===== config.mk =====
export PLATFORM = sky130hd
export DESIGN_NAME = gb_audio_out
export DESIGN_NICKNAME = d
export VERILOG_FILES = /design/src/rtl/gb_audio_out.sv
export SDC_FILE = /design/constraint.sdc
export NUM_CORES = 1
export LEC_CHECK = 0
export BUFFER_PORTS_ARGS = -buffer_cell sky130_fd_sc_hd__buf_2
export CAP_MARGIN = 40
export CORE_MARGIN = 1
export CORE_UTILIZATION = 62
export DETAILED_ROUTE_END_ITERATION = 10
export GPL_TIMING_DRIVEN = 0
export PLACE_DENSITY = 0.91
export SYNTH_ARGS = -nofsm -noshare
export SYNTH_HDL_FRONTEND = slang
export SYNTH_SLANG_ARGS = --single-unit

===== constraint.sdc =====
create_clock -name clk -period 4.1 [get_ports clk]
set_clock_uncertainty 0.15 [all_clocks]
set_input_delay 1.23 -clock clk [delete_from_list [all_inputs] [get_ports clk]]
set_output_delay 1.23 -clock clk [all_outputs]
set_load 0.1 [all_outputs]

===== src/rtl/gb_audio_out.sv =====
// Sound-core to I2S bridge: box-filter decimation of the ce-rate stereo stream,
// a 4-deep sample FIFO, and a free-running 32-bit-frame I2S serializer with sticky error flags.
module gb_audio_out #(
  parameter int DECIM_LOG2 = 5,
  parameter int BCLK_DIV   = 8
) (
  input  logic        clk,
  input  logic        reset,
  input  logic        ce,
  input  logic [15:0] snd_left,
  input  logic [15:0] snd_right,
  input  logic        mute,
  input  logic        clear_flags,
  output logic        i2s_bclk,
  output logic        i2s_lrclk,
  output logic        i2s_data,
  output logic        underflow,
  output logic        overflow
);
  localparam int ACC_W = 16 + DECIM_LOG2;

  // Decimator state
  logic signed [ACC_W-1:0]  acc_l, acc_r;
  logic signed [ACC_W-1:0]  sum_l, sum_r;
  logic        [15:0]       avg_l, avg_r;
  logic [DECIM_LOG2-1:0]    ce_cnt_l, ce_cnt_r;
  logic                     push_valid;
  logic [31:0]              push_data;

  // FIFO state
  logic [31:0] fifo_mem [4];
  logic [1:0]  wr_ptr, rd_ptr;
  logic [2:0]  fifo_count;
  logic        fifo_full, fifo_empty;
  logic        push, pop;
  logic        overflow_event, underflow_event;

  // Serializer state
  logic [7:0]  div_cnt;
  logic        div_tick, bclk_fall, frame_load;
  logic [4:0]  bit_cnt, next_bit, bit_idx;
  logic [15:0] out_l, out_r;
  logic [31:0] next_frame;

  // Sum includes the current sample so the wrap cycle sees the complete window.
  always_comb begin
    sum_l = acc_l + {{DECIM_LOG2{snd_left[15]}}, snd_left};
    sum_r = acc_r + {{DECIM_LOG2{snd_right[15]}}, snd_right};
    avg_l = 16'(sum_l >>> DECIM_LOG2);
    avg_r = 16'(sum_r >>> DECIM_LOG2);
  end

  always_comb begin
    fifo_full       = (fifo_count == 3'd4);
    fifo_empty      = (fifo_count == 3'd0);
    div_tick        = (div_cnt == 8'(BCLK_DIV - 1));
    bclk_fall       = div_tick & i2s_bclk;
    frame_load      = bclk_fall & (bit_cnt == 5'd31);
    pop             = frame_load & ~fifo_empty;
    // A pop frees the slot in the same cycle, so a push into a full FIFO still lands.
    push            = push_valid & (~fifo_full | pop);
    overflow_event  = push_valid & fifo_full & ~pop;
    underflow_event = frame_load & fifo_empty;
    next_bit        = bit_cnt + 5'd1;
    next_frame      = pop ? fifo_mem[rd_ptr] : {out_l, out_r};
    bit_idx         = 5'd31 - next_bit;
  end

  // NOTE: sequential state uses non-blocking assignments so every register
  // samples pre-edge values regardless of statement order.
  always_ff @(posedge clk) begin
    if (reset) begin
      acc_l      <= '0;
      acc_r      <= '0;
      ce_cnt_l   <= '0;
      ce_cnt_r   <= '0;
      push_valid <= 1'b0;
      push_data  <= '0;
    end else begin
      push_valid <= 1'b0;
      if (ce) begin
        if (&ce_cnt_l) begin
          acc_l            <= '0;
          ce_cnt_l         <= '0;
          push_valid       <= 1'b1;
          push_data[31:16] <= avg_l;
        end else begin
          acc_l    <= sum_l;
          ce_cnt_l <= ce_cnt_l + DECIM_LOG2'(1);
        end
        if (&ce_cnt_r) begin
          acc_r           <= '0;
          ce_cnt_r        <= '0;
          push_data[15:0] <= avg_r;
        end else begin
          acc_r    <= sum_r;
          ce_cnt_r <= ce_cnt_r + DECIM_LOG2'(1);
        end
      end
    end
  end

  // NOTE: the sample storage has no reset; occupancy and pointers alone decide
  // what is readable, so stale contents are never observed.
  always_ff @(posedge clk) begin
    if (push && !reset) fifo_mem[wr_ptr] <= push_data;
  end

  always_ff @(posedge clk) begin
    if (reset) begin
      wr_ptr     <= '0;
      rd_ptr     <= '0;
      fifo_count <= '0;
    end else begin
      if (push) wr_ptr <= wr_ptr + 2'd1;
      if (pop)  rd_ptr <= rd_ptr + 2'd1;
      case ({push, pop})
        2'b10:   fifo_count <= fifo_count + 3'd1;
        2'b01:   fifo_count <= fifo_count - 3'd1;
        default: fifo_count <= fifo_count;
      endcase
    end
  end

  // Word select and data only move on the edge that drops bclk, so both are
  // stable across the following rising edge where the receiver samples them.
  always_ff @(posedge clk) begin
    if (reset) begin
      div_cnt   <= '0;
      i2s_bclk  <= 1'b0;
      bit_cnt   <= '0;
      i2s_lrclk <= 1'b0;
      i2s_data  <= 1'b0;
      out_l     <= '0;
      out_r     <= '0;
    end else begin
      if (div_tick) begin
        div_cnt  <= '0;
        i2s_bclk <= ~i2s_bclk;
      end else begin
        div_cnt <= div_cnt + 8'd1;
      end
      if (bclk_fall) begin
        bit_cnt   <= next_bit;
        i2s_lrclk <= (next_bit >= 5'd15) && (next_bit <= 5'd30);
        i2s_data  <= ~mute & next_frame[bit_idx];
        if (frame_load) {out_l, out_r} <= next_frame;
      end
    end
  end

  // A setting event wins over a same-cycle clear.
  always_ff @(posedge clk) begin
    if (reset) begin
      underflow <= 1'b0;
      overflow  <= 1'b0;
    end else begin
      if (underflow_event)  underflow <= 1'b1;
      else if (clear_flags) underflow <= 1'b0;
      if (overflow_event)   overflow  <= 1'b1;
      else if (clear_flags) overflow  <= 1'b0;
    end
  end

endmodule


==> out/results.txt <==
Comb pwr share: 11.9%
Crit path largest cell delay: 0.42 ns
Fraction of the mapped netlist area in adder cells: 5.71%
CP top delay family: compound AO/OA/AOI/OAI gates
Post-synth EDFFs: 128
Overall power: 0.00614 W
Status: completed
Non-Filler Instances: 1468
Largest net degree at the start of global routing: 33
Sequential-to-total area share from yosys stat: 54.0%
Synth-to-layout area growth: 11.5%
Avg Vias per Cell: 6.00
Root buf cell: clkbuf_16
Placed inst area: 13000 sq um
Vias: 8815
Global-route wire length before repair: 43900 um
Critical Path End Type: flop
Initial Util: 63.5%
Leakage power: 5.37 nW
Max-cap violations: 0
Most common cell after layout, fill and taps aside: nor2_1
Vias in the first global route: 8605
Switching share of power: 24.1%
Yosys Warn Count: 0
Crit path time final: 3.50 ns
Pre-antenna DRT Iters: 6
Mux cell area share after synthesis: 9.33%
Post-CTS sizing: 0
Diode count: 0
Setup TNS: 0 ns
Total Routing Usage GR: 27.9%
Buffers added on ports: 40
H-tree Lvls: 1
Crit Path Class: input pin to flop
First DRT Iteration DRCs: 528
Largest family of logic cells by synthesized area: simple AND/OR/NAND/NOR gates
Worst path most repeated cell: xor2_1
Clock power frac: 40.7%
Residual DRC: 0
Cell area power density: 442 nW/um^2
Routed len/inst: 18.9 um
Synth unique cells: 66
Die area: 20700 sq um
Worst IR Drop VDD: 0.000324 V
Core area: 19600 sq um
Number of CTS-inserted buffers: 27
Sink Count: 272
Share of cells above drive strength 1: 12.2%
Compound-Gate Fraction of Synth Area: 9.79%
Initial antenna violation count: 0
Area contributors post-synth: edfxtp_1, dfxtp_1, mux4_2
GRT overflow: 0
CP Launch Type: input pin
Cell taking the most area after synthesis: edfxtp_1
Measured slew at the worst slew-check pin: 0.916 ns
CTS tree: done
Sequential Power Share: 47.5%
Final setup vio count: 0
Critical Path Fanout Max: 3
CP required: 4.34 ns
Mapped Nets: 1206
Yosys top cell area share: 30.9%
Fin nets: 1275
Gpl congestion: 0.934
Die W: 144 um
Ys async rst share: 0%
Xor/xnor cell area share of the yosys netlist: 3.70%
Final hold violations: 0
Hold Buf Count CTS: 0
CTS Buffer Depth: 3
Internal power: 0.00466 W
Post-route cell area: 13900 sq um
NetSw: 0.00148 W
Chip height: 144 um
Post-Syn Area per Cell: 11.2 sq um
Max-slew violation count: 0
Worst relative slew slack: 38.9%
Top FF cell, synth: dfxtp_1
Post-Syn Area: 12400 sq um
Register clock-pin slew on the reported worst setup and hold paths: 0.06 ns
Routed wire length: 27700 um
Final worst path period share: 85.3%
Yosys reg bits: 272
Num ports: 42
Worst skew pair latency: 0.53 ns
Hpwl dp: 18800 um
CP max stage cell: fa_1
Post-Syn Instances: 1114
Commonest cells after routing, fill and taps aside: nor2_1, dfxtp_1, edfxtp_1
Placed Cells incl. Taps: 1419
Post-Synth Simple-Gate Area: 14.8%
Worst path cell trace: buf_2, ha_1, fa_1, a21oi_2, o211ai_1, o311ai_2, a21oi_1, o31ai_2, xor2_1, xor2_1, a211oi_1
RSZ-0062 raised after global routing: no
Row cnt: 51
Max frequency: 286 MHz
Setup Fix Bufs, Post-CTS: 0
Buf/Inv on CP: 1
Arrival time worst endpoint: 3.73 ns
Detail Route Antenna Nets: 0
Hold Crit Class: flop to flop
-- cell families after synthesis --
| kind of cell | after synthesis |
|---|---|
| xor+xnor | 51 |
| flops | 272 |
| buf+inv | 73 |
| fa+ha+maj | 55 |
| simple gates | 392 |
| mux | 76 |
| compound gates | 195 |
-- worst register-to-register path: cells and delay by family (launching register included) --
kind / cells / cell delay [ns]
AOI/OAI and AO/OA: 1 / 0.10
buffers and inverters: 1 / 0.19
and+or+nand+nor: 5 / 1.90
adders and majority gates: 1 / 0.26
DFF: 1 / 0.39
-- state kept, by name (all words and copies together) (netlist names), named ones only --
register    count
acc_l          21
acc_r          21
bit_cnt         5
ce_cnt_l        5
ce_cnt_r        5
div_cnt         8
fifo_count      3
fifo_mem      128
i2s_bclk        1
i2s_data        1
i2s_lrclk       1
out_l          16
out_r          16
overflow        1
push_data      32
push_valid      1
rd_ptr          2
underflow       1
wr_ptr          2
-- path summary, 6_finish.rpt --
path / start / endpoint / slack (ns) / cells after the start
setup reg to reg: div_cnt[0] / fifo_mem[3][21] / 0.70 / 8
hold reg to reg: div_cnt[0] / div_cnt[0] / 0.33 / 1
setup / recovery: snd_right[0] / push_data[15] / 0.60 / 11
hold / removal: div_cnt[0] / div_cnt[0] / 0.33 / 1
-- power by group through the flow --
stage / registers [W] / clock network, W / logic [W]
after floorplan: 0.00296 / 0 / 0.000561
after global placement: 0.00297 / 0 / 0.000695
after detailed placement: 0.00297 / 0 / 0.000715
after CTS: 0.00292 / 0.00252 / 0.000721
after global routing: 0.00292 / 0.00262 / 0.000810
final: 0.00292 / 0.00250 / 0.000729
-- final cells by class --
| cell class | count | area, sq um |
|---|---|---|
| fillers | 1326 | 5710 |
| clock inverters | 17 | 191 |
| plain buffers | 51 | 245 |
| clock buffers | 32 | 704 |
| inverters | 22 | 82.6 |
| well taps | 265 | 332 |
| repair buffers | 40 | 200 |
| flip-flops and latches | 272 | 6730 |
| multi-input cells | 769 | 5400 |
-- metal layers --
layer	up-vias	GRT usage [%]	part of all wire, %
li1	4179	-	-
met5	-	0	0
met3	63	4.17	6.3
met4	0	10.6	2.6
met1	4256	35.9	41
met2	317	47.6	50
-- Yosys cell counts, types with 9 or more instances --
cell,number
nand2b_1,9
inv_1,22
mux2i_1,44
dfxtp_1,144
a21oi_1,97
nand3_1,33
ha_1,52
mux4_2,32
nor2b_1,40
nor3_1,17
xor2_1,19
and3_1,10
xnor2_1,31
a211oi_1,10
clkbuf_1,35
edfxtp_1,128
nor2_1,145
nand2_1,97
o21ai_0,16
-- stage by stage --
step           worst slack, ns  utilization (%)  hold slack (ns)
2_1_floorplan            0.459                -            0.288
3_3_place_gp             0.154             66.3            0.295
3_5_place_dp             0.116             66.3            0.313
4_1_cts                  0.650             70.9            0.329
5_1_grt                  0.381             70.9            0.353
6_report                 0.603             70.9            0.326
Power figures use the tool's default switching activity.
